$ cat config.mk
export PLATFORM = sky130hd
export DESIGN_NAME = instruction_fetch
export DESIGN_NICKNAME = d
export VERILOG_FILES = /design/src/rtl/instruction_fetch.sv
export SDC_FILE = /design/constraint.sdc
export NUM_CORES = 1
export LEC_CHECK = 0
export ABC_AREA = 1
export CORE_MARGIN = 1
export CORE_UTILIZATION = 24
export CTS_CLUSTER_DIAMETER = 150
export CTS_CLUSTER_SIZE = 10
export DETAILED_ROUTE_END_ITERATION = 6
export GPL_TIMING_DRIVEN = 0
export HOLD_SLACK_MARGIN = 0.02
export PLACE_DENSITY = 0.55
export SETUP_SLACK_MARGIN = 0.15
export SLEW_MARGIN = 20
export SYNTH_ARGS = -nofsm -noshare
export SYNTH_HDL_FRONTEND = slang
export SYNTH_SLANG_ARGS = --single-unit
$ cat constraint.sdc
create_clock -name clk -period 3.3 [get_ports clk]
set_input_delay 0.495 -clock clk [delete_from_list [all_inputs] [get_ports clk]]
set_output_delay 0.495 -clock clk [all_outputs]
set_load 0.1 [all_outputs]
$ cat src/rtl/instruction_fetch.sv
// Instruction fetch unit: walks a program counter, reads instruction bytes
// from program memory over a req/ack handshake, and buffers them in a small
// prefetch FIFO presented to the control unit with a valid/ready handshake.
// Redirects flush the FIFO and restart fetching at the target address.
module instruction_fetch #(
  parameter int ADDR_WIDTH = 8,
  parameter int DATA_WIDTH = 8,
  parameter int DEPTH = 2,
  parameter logic [ADDR_WIDTH-1:0] RESET_PC = '0
) (
  input  logic                  clk,
  input  logic                  rst,
  output logic [ADDR_WIDTH-1:0] mem_addr,
  output logic                  mem_req,
  input  logic                  mem_ack,
  input  logic [DATA_WIDTH-1:0] mem_rdata,
  output logic [DATA_WIDTH-1:0] inst,
  output logic [ADDR_WIDTH-1:0] inst_pc,
  output logic                  inst_valid,
  input  logic                  inst_ready,
  input  logic                  pc_load,
  input  logic [ADDR_WIDTH-1:0] pc_target
);

  localparam int PTR_W = (DEPTH > 1) ? $clog2(DEPTH) : 1;
  localparam int CNT_W = PTR_W + 1;
  localparam logic [CNT_W-1:0] FULL = CNT_W'(DEPTH);

  typedef enum logic [1:0] {
    IDLE,
    REQ,
    DROP
  } state_t;

  state_t state, state_next;

  logic [ADDR_WIDTH-1:0] fetch_pc, fetch_pc_next;
  logic [ADDR_WIDTH-1:0] drop_addr;
  logic                  capture_drop;

  logic [DATA_WIDTH-1:0] fifo_data [DEPTH];
  logic [ADDR_WIDTH-1:0] fifo_pc   [DEPTH];
  logic [PTR_W-1:0]      rd_ptr, wr_ptr;
  logic [CNT_W-1:0]      count, count_next;
  logic                  push, pop;

  // All outputs come from registers or the FIFO head; DROP keeps the stale
  // in-flight address on the bus while the fetch PC may already be redirected.
  assign mem_req    = (state != IDLE);
  assign mem_addr   = (state == DROP) ? drop_addr : fetch_pc;
  assign inst_valid = (count != '0);
  assign inst       = inst_valid ? fifo_data[rd_ptr] : '0;
  assign inst_pc    = inst_valid ? fifo_pc[rd_ptr] : '0;

  // A redirect overrides both push and pop; acked data in REQ is kept otherwise.
  assign push = (state == REQ) && mem_ack && !pc_load;
  assign pop  = inst_valid && inst_ready && !pc_load;

  // Occupancy after this edge's push/pop/flush, used to decide whether to keep fetching.
  always_comb begin
    count_next = count;
    if (pc_load) begin
      count_next = '0;
    end else if (push && !pop) begin
      count_next = count + CNT_W'(1);
    end else if (pop && !push) begin
      count_next = count - CNT_W'(1);
    end
  end

  // Next-state and fetch PC logic for the fetch handshake.
  always_comb begin
    state_next    = state;
    fetch_pc_next = fetch_pc;
    capture_drop  = 1'b0;
    if (pc_load) begin
      fetch_pc_next = pc_target;
    end
    case (state)
      IDLE: begin
        if (!pc_load && (count < FULL)) begin
          state_next = REQ;
        end
      end
      REQ: begin
        if (pc_load) begin
          if (!mem_ack) begin
            state_next   = DROP;
            capture_drop = 1'b1;
          end
        end else if (mem_ack) begin
          fetch_pc_next = fetch_pc + ADDR_WIDTH'(1);
          state_next    = (count_next < FULL) ? REQ : IDLE;
        end
      end
      DROP: begin
        if (mem_ack) begin
          state_next = REQ;
        end
      end
      default: state_next = IDLE;
    endcase
  end

  // State, fetch PC and the address of a request being dropped.
  always_ff @(posedge clk or negedge rst) begin
    if (!rst) begin
      state     <= IDLE;
      fetch_pc  <= RESET_PC;
      drop_addr <= RESET_PC;
    end else begin
      state    <= state_next;
      fetch_pc <= fetch_pc_next;
      if (capture_drop) begin
        drop_addr <= fetch_pc;
      end
    end
  end

  // FIFO pointers and occupancy; a redirect empties the FIFO.
  always_ff @(posedge clk or negedge rst) begin
    if (!rst) begin
      rd_ptr <= '0;
      wr_ptr <= '0;
      count  <= '0;
    end else begin
      count <= count_next;
      if (pc_load) begin
        rd_ptr <= '0;
        wr_ptr <= '0;
      end else begin
        if (push) begin
          wr_ptr <= wr_ptr + PTR_W'(1);
        end
        if (pop) begin
          rd_ptr <= rd_ptr + PTR_W'(1);
        end
      end
    end
  end

  // FIFO storage; contents are only observable through a valid head.
  always_ff @(posedge clk) begin
    if (push) begin
      fifo_data[wr_ptr] <= mem_rdata;
      fifo_pc[wr_ptr]   <= fetch_pc;
    end
  end

endmodule
==> results of run 1 <==
## through the flow
stage	hold WS (ns)	area (um^2)	std cells	total power [uW]
after floorplan	0.199	2460	243	1860
after global placement	0.458	3090	422	2140
after detailed placement	0.471	3110	423	2150
after CTS	0.492	3190	431	2530
after global routing	0.182	3200	431	2640
final	0.144	3200	431	2490
## routing by layer
metal	GRT usage, %	up-vias
li1	-	931
met1	15.3	825
met2	17.3	45
met3	2.37	7
met4	2.93	0
met5	0	-
## worst max-delay path, stage by stage, from the launching register on
cell and delay, ns:
dfrtp_1 0.39, inv_1 0.05, ha_1 0.19, inv_1 0.21
o21ai_0 0.13, nor2_1 0.09, clkdlybuf4s50_1 1.13
## power by group
group	switching (uW)	leakage, uW	total [uW]	internal [uW]
clock network	236	0.0000491	393	157
registers	87.6	0.000564	943	856
logic	905	0.000817	1160	253
## cells in the mapped netlist
| library cell | n |
|---|---|
| buf_6 | 2 |
| nand2_2 | 2 |
| nor2_1 | 40 |
| nand2_4 | 1 |
| nand2_1 | 43 |
| a31oi_1 | 2 |
| clkinv_1 | 1 |
| buf_2 | 1 |
| inv_1 | 19 |
| xor2_1 | 3 |
| nand3_4 | 2 |
| ha_1 | 2 |
| o22ai_1 | 2 |
| nand3_1 | 5 |
| dfrtp_1 | 22 |
| clkbuf_1 | 4 |
| o21ai_0 | 36 |
| o21ai_1 | 3 |
| nor2_4 | 1 |
| a21oi_1 | 8 |
| nand4_1 | 1 |
| edfxtp_1 | 32 |
| o211ai_1 | 6 |
| nand3_2 | 2 |
| nor2_2 | 3 |
## path summary, 6_finish.rpt
check,start,end,slack (ns),depth (start not counted)
setup / recovery,count[0],inst[7],0.30,6
hold / removal,rst,drop_addr[7],0.14,1
setup reg to reg,state[1],fifo_pc[0][3],1.14,5
hold reg to reg,count[0],count[0],0.49,1
max in group asynchronous,rst,wr_ptr,2.80,1
min in group clk,count[0],count[0],0.49,1
## area by class of cell
cell class | count | area share [%]
clock buffer | 5 | 2.15
clock inverter | 3 | 0.822
sequential | 54 | 47.3
multi-input combinational | 162 | 26.1
buffer | 7 | 1.37
inverter | 20 | 2.35
tap | 133 | 5.21
timing repair buffer | 47 | 14.7
## flip-flops by register name, summed over array words and instances, names as in the netlist
name and flops:
count 2, state 2, fetch_pc 8, fifo_data 16
rd_ptr 1, drop_addr 8, wr_ptr 1, fifo_pc 16
## what timing repair did
action                     CTS  global route
gates resized for setup     11            28
gates cloned                 0             0
setup endpoints to repair   11            21
## logic make-up (layout without fill, tap and decap cells)
group,count (synthesis),after routing,synth area share [%]
buffers and inverters,27,82,4.82
AOI/OAI and AO/OA,57,57,12.5
adders and majority gates,2,2,1.03
DFF,54,54,62.0
xor gates and xnor gates,3,3,1.08
and+or+nand+nor,100,100,18.5
==> run metrics, run 1 <==
fin. max-slew vios 0; CP startpoint kind flop; # H-tree levels 2; largest net degree at the start of global routing 23; Max Cap Viol 0; Netlist cell types 25; drc violations 0; First-pass DRT Iterations 4; TritonCTS Buffers 5; Place WS 0.312 ns; top-area cell type share of the netlist area 39.4%; number of global-route vias before repair 1,730; WL met1 2650 um; clk_skew 0.00448 ns; Setup Fix Bufs, Post-CTS 0; top post-synthesis cells by area edfxtp_1 39%, dfrtp_1 23%, o21ai_0 7.4%, nand2_1 6.6%, nor2_1 6.2%; number of port buffers 46; GRT Residual Overflow 0; Hold Buf Count CTS 0; Total Routing Usage GR 11.0%; most common cell after layout, fill and taps aside nand2_1; Synth Area per Inst 10.0 um^2; worst skew pair latency 0.31 ns; Worst-Margin Slew 0.974 ns; FF/Latch Area 1510 um^2; period utilization 91.0%; final setup margin 0.297 ns; synthesis-to-layout area growth 31.2%; largest area contributor in the netlist edfxtp_1; WL final 5500 um; Final min period 3.00 ns; gp weighted congestion 0.757; ant diodes 0; Final Util 32.6%; Avg WL per Cell 12.8 um; via count 1,808; Multi-input gate area 836 um^2; Antenna Nets Post-Route 0; Netlist Area Pre-Place 2440 um^2; row count 36; #FFs+latches synth 54; post-synthesis sequential area ratio 62.0%; Crit Path Category flop to output port; 1st-iter DRT viols 51; Mapped Cells 243; Worst Path Required 2.80 ns; Top Layer Used met4; Fmax 333 MHz; Initial Utilization 24.8%; crit path max fanout 9; HP Class input port to asynchronous set/reset pin; status finished clean; IO Count 47; Via density 4.19; CORE AREA 9820 um^2; Die Area 10,600 um^2; commonest cells after routing, fill and taps aside 43 x nand2_1, 36 x o21ai_0, 32 x edfxtp_1; die span in y 103 um; Pleak 0.00143 uW; Worst-path clk slew 0.11 ns; met3 wire length 286 um; yosys warns 0; RSZ-0062 raised after global routing no; P per Cell Area 780 nW/um^2; share of post-route cells with drive strength above 1 14.1%; Setup TNS 0 ns; CP Capture Type output port; CTS tree done; layout filler cell count 1,067; clock root buffer clkbuf_8; Syn Nets 266; clk sinks 54; first-pass GRT wire length 8720 um; Arrival @ worst endpoint 2.51 ns; slew margin rel. 34.8%; initial antenna violation count 0; fin nets 320; worst vdd ir 0.387 mV; Post-DP HPWL 3850 um; detailed route wirelength on metal2 2510 um; Setup Viol. Count Final 0; Fin. Hold Viols 0; DIE WIDTH 103 um; clock buffer depth 2
(Power assumes the default switching activity.)
==> run 2: changes to the inputs <==
Settings changed: CORE_ASPECT_RATIO set to 1.5, CORE_UTILIZATION 24 to 40, PLACE_DENSITY 0.55 to 0.76.
==> run metrics, run 2 (synthesis gave the netlist of run 1 again) <==
fin nets 319 (-0.31%); Setup Viol. Count Final 0 (unchanged); biggest regs fifo_data (16), fifo_pc (16); Int Power 1290 uW (+1.7%); hold slack 0.149 ns (+0.00494 ns); Hold Buf Count CTS 0 (unchanged); Post-DP HPWL 3580 um (-7.0%); CP startpoint kind flop; initial antenna violation count 0 (unchanged); CP Capture Type output port; slew margin rel. 35.3% (+0.48 points); Comb power frac 46.7% (+0.3 points); Die Area 6420 um^2 (-39%); DIE WIDTH 65.7 um (-36%); synthesis-to-layout area growth 28.3%; Antenna Nets Post-Route 0 (unchanged); switch share 48.2% (-1.0 points); CP cell instances nor2_2 > clkbuf_1 > nand2_1 > o21ai_0 > dlygate4sd2_1; P per Cell Area 795 nW/um^2 (+1.9%); CORE AREA 5830 um^2 (-41%); First-pass DRT Iterations 4 (unchanged); Fin. Hold Viols 0 (unchanged); ant diodes 0 (unchanged); GRT Residual Overflow 0 (unchanged); Total Routing Usage GR 17.3% (+6.3 points); Setup TNS 0 ns (unchanged); Setup Fix Bufs, Post-CTS 0 (unchanged); row count 34 (-5.6%); crit path max fanout 10 (+1); Max Cap Viol 0 (unchanged); clk_skew 0.00414 ns (-0.000339 ns); clk sinks 54 (unchanged); clock root buffer clkbuf_8; # H-tree levels 2 (unchanged); Final Util 53.7% (+21 points); Via density 4.98 (+19%); period utilization 91.3% (+0.27 points); commonest cells after routing, fill and taps aside 43 x nand2_1, 36 x o21ai_0, 32 x edfxtp_1; 1st-iter DRT viols 59 (+16%); CP max stage delay 0.88 ns (-0.25 ns); CTS tree done; HP Class input port to asynchronous set/reset pin; Worst-Margin Slew 0.967 ns (-0.00721 ns); slowest stage cell, crit path dlygate4sd2_1; gr busiest metal met2; Arrival @ worst endpoint 2.52 ns (about the same); status finished clean; worst skew pair latency 0.31 ns (about the same); GR Util met1 19.5% (+4.3 points); die span in y 97.6 um (-5.0%); gp weighted congestion 0.788 (+4.2%); Fmax 332 MHz (-0.29%); first-pass GRT wire length 8290 um (-5.0%); worst vdd ir 0.530 mV (+37%); Crit Path Category flop to output port; number of port buffers 46 (unchanged); clock buffer depth 2 (unchanged); via count 1,837 (+1.6%); met2 Use GR 29.7% (+12 points); RSZ-0062 raised after global routing no; IO Count 47 (unchanged); number of global-route vias before repair 1,808 (+4.5%); clock share of power 15.4% (-0.4 points); WL final 4980 um (-9.4%); Final min period 3.01 ns (+0.00883 ns); Initial Utilization 41.8% (+17 points); fin. max-slew vios 0 (unchanged); most common cell after layout, fill and taps aside nand2_1; met3 usage 2.82% (+0.44 points); post-CTS sizing 10 (-1); largest net degree at the start of global routing 23 (unchanged); Worst Path Required 2.80 ns (about the same); layout filler cell count 517 (-52%); Worst-path clk slew 0.09 ns (-0.02 ns); drc violations 0 (unchanged); register share of total power 38.0% (+0.2 points); TritonCTS Buffers 5 (unchanged); NetSw 1200 uW (-2.4%); share of post-route cells with drive strength above 1 12.1% (-2.0 points); Pleak 0.00141 uW (-1.6%); Avg WL per Cell 13.5 um (+5.8%)
-- run 2: through the flow --
stage / instance area, um^2 / power [uW] / instances / worst slack, ns
after detailed placement: 3020 / 2140 / 361 / 0.335
after CTS: 3100 / 2500 / 369 / 0.196
final: 3130 / 2490 / 369 / 0.288
after floorplan: 2460 / 1860 / 243 / -0.0676
after global routing: 3130 / 2610 / 369 / 0.160
after global placement: 3010 / 2120 / 361 / 0.189
-- run 2: power groups by stage --
stage / Clock, uW / Sequential [uW] / Combinational (uW)
global placement: 0 / 949 / 1170
global route: 414 / 960 / 1240
floorplan: 0 / 933 / 923
detailed placement: 0 / 957 / 1180
CTS: 393 / 943 / 1170
finish: 382 / 944 / 1160
-- run 2: final cells by class --
type	instances	area, um^2	share of cell area [%]
Tap cell	72	90.1	2.88
Clock inverter	2	16.3	0.520
Timing Repair Buffer	46	473	15.1
Buffer	7	43.8	1.40
Inverter	20	75.1	2.40
Sequential cell	54	1510	48.3
Multi-Input combinational cell	162	836	26.7
Clock buffer	6	82.6	2.64
-- run 2: worst max-delay path, delay by kind of cell, from the launching register on --
family	cells	cell delay, ns
DFF	1	0.47
buffers and inverters	2	1.22
and+or+nand+nor	2	0.43
AOI/OAI and AO/OA	1	0.09
-- run 2: path summary, 6_finish.rpt --
check | from | cells past startpoint | slack, ns | endpoint
max reg2reg | state[1] | 5 | 1.18 | fifo_data[0][2]
max in group asynchronous | rst | 1 | 2.80 | drop_addr[4]
max | state[0] | 5 | 0.29 | mem_addr[6]
min in group clk | count[0] | 1 | 0.48 | count[0]
min | rst | 1 | 0.15 | drop_addr[0]
min reg2reg | count[0] | 1 | 0.48 | count[0]
-- run 2: metal layers --
metal	share of wire [%]	wire, um
met1	39	1950
met2	53	2660
met3	3.7	183
met4	3.8	187
met5	0	0
==> run 3: changes to the inputs <==
Settings changed: CELL_PAD_IN_SITES_DETAIL_PLACEMENT set to 2, CELL_PAD_IN_SITES_GLOBAL_PLACEMENT set to 2, CORE_UTILIZATION 40 to 34, PLACE_DENSITY 0.76 to 0.95.
==> run metrics, run 3 (synthesis gave the netlist of run 1 again) <==
status finished clean; layout filler cell count 755 (+46%); TritonCTS Buffers 5 (unchanged); Post-Layout Cell Count 375 (+1.6%); gp weighted congestion 0.763 (-3.2%); Final min period 3.01 ns (+0.000501 ns); share of post-route cells with drive strength above 1 12.5% (+0.34 points); CP Capture Type output port; Worst-path clk slew 0.10 ns (about the same); First-pass DRT Iterations 6 (+2); fin nets 319 (unchanged); Total Routing Usage GR 20.7% (+3.4 points); clock root buffer clkbuf_8; slowest stage cell, crit path clkdlybuf4s50_1; Worst-Margin Slew 0.965 ns (-0.00212 ns); clk_skew 0.0112 ns (+0.00708 ns); first-pass GRT wire length 11,600 um (+40%); Max Cap Viol 0 (unchanged); Post-DP HPWL 5180 um (+45%); Via density 5.21 (+4.6%); HP Class input port to asynchronous set/reset pin; period utilization 91.3% (about the same); Antenna Nets Post-Route 0 (unchanged); GRT Residual Overflow 0 (unchanged); Fmax 332 MHz (about the same); synthesis-to-layout area growth 26.6%; biggest regs fifo_data (16), fifo_pc (16); slew margin rel. 35.6% (+0.24 points); Fin. Hold Viols 0 (unchanged); ant diodes 0 (unchanged); Worst Path Required 2.80 ns (about the same); worst r2r src state[1]; worst r2r path cells 5 (unchanged); Initial Utilization 35.3% (-6.5 points); row count 37 (+8.8%); crit path max fanout 9 (-1); # H-tree levels 2 (unchanged); gr busiest metal met2; clock buffer depth 2 (unchanged); hold slack 0.141 ns (-0.00809 ns); RR Endpoint fifo_data[0][1]; CP startpoint kind flop; dpl cells 367 (+1.7%); drc violations 0 (unchanged); Setup Viol. Count Final 0 (unchanged); DIE WIDTH 71.1 um (+8.2%); initial antenna violation count 0 (unchanged); GR Util met1 21.4% (+1.8 points); CORE AREA 6900 um^2 (+18%); IO Count 47 (unchanged); largest net degree at the start of global routing 23 (unchanged); via count 1,952 (+6.3%); number of global-route vias before repair 2,283 (+26%); commonest cells after routing, fill and taps aside 43 x nand2_1, 36 x o21ai_0, 32 x edfxtp_1; clk sinks 54 (unchanged); met2 Use GR 39.9% (+10 points); met3 usage 3.35% (+0.53 points); RSZ-0062 raised after global routing no; Crit Path Category flop to output port; r2r setup slk 1.02 ns (-0.16 ns); CP cell instances inv_1 > ha_1 > inv_1 > o21ai_0 > nor2_1 > clkdlybuf4s50_1; worst skew pair latency 0.33 ns (+0.02 ns); number of port buffers 46 (unchanged); Pleak 0.00135 uW (-4.2%); fin. max-slew vios 0 (unchanged); Cell Area, Placed 3020 um^2 (+0.25%); most common cell after layout, fill and taps aside nand2_1; Die Area 7520 um^2 (+17%); CTS tree done; die span in y 106 um (+8.3%); CP max stage delay 1.13 ns (+0.25 ns); post-route cell area 3090 um^2 (-1.4%); 1st-iter DRT viols 73 (+24%); P per Cell Area 810 nW/um^2 (+2.0%); Hold Buf Count CTS 0 (unchanged); crit-path most repeated cell inv_1; Avg WL per Cell 18.6 um (+37%); WL final 6960 um (+40%); worst vdd ir 0.393 mV (-26%); Arrival @ worst endpoint 2.52 ns (about the same)
## run 3: layout make-up
cell class	count	area (um^2)	share of cell area (%)
tap	78	97.6	3.16
sequential	54	1510	49.0
inverter	20	75.1	2.43
multi-input combinational	162	836	27.1
clock buffer	7	76.3	2.47
timing repair buffer	46	438	14.2
buffer	7	43.8	1.42
clock inverter	1	7.51	0.243
## run 3: critical path, delay by kind of cell, from the launching register on
family                     cells  cell delay [ns]
buffers and inverters          3             1.40
DFF                            1             0.38
adders and majority gates      1             0.20
AOI/OAI and AO/OA              1             0.13
and+or+nand+nor                1             0.10
## run 3: stage by stage
| step | power, uW | utilization, % | TNS, ns | setup slack [ns] |
|---|---|---|---|---|
| 2_1_floorplan | 1860 | - | -0.541 | -0.0676 |
| 3_3_place_gp | 2120 | 43.8 | 0 | 0.145 |
| 3_5_place_dp | 2190 | 43.8 | 0 | 0.271 |
| 4_1_cts | 2530 | 44.7 | 0 | 0.180 |
| 5_1_grt | 2630 | 44.7 | 0 | 0.153 |
| 6_report | 2500 | 44.7 | 0 | 0.288 |
## run 3: per-layer routing
metal  vias up  routed length (um)
met5         -                   0
met4         0                 179
met3        11                 156
met2        35                3920
met1       981                2710
li1        925                   -
## run 3: power by group
part / internal, uW / leakage, uW / switching, uW / total, uW
Clock: 151 / 0.0000385 / 225 / 376
Sequential: 857 / 0.000564 / 96.4 / 953
Combinational: 239 / 0.000746 / 932 / 1170
Total: 1250 / 0.00135 / 1250 / 2500
## run 3: worst max-delay path by stage
stage	startpoint	end	slack (ns)
floorplan	state[1]	mem_addr[0]	-0.07
finish	count[0]	inst[0]	0.29
global placement	mem_ack	fifo_data[0][1]	0.14
global route	rd_ptr	inst[6]	0.15
detailed placement	rd_ptr	inst_pc[0]	0.27
CTS	rd_ptr	inst_pc[0]	0.18
## run 3: timing repair
action,in CTS,in global routing
setup endpoints to repair,17,13
gates resized for setup,17,18
pin swaps,0,0
setup buffers,0,0
endpoints found under the hold margin,0,0
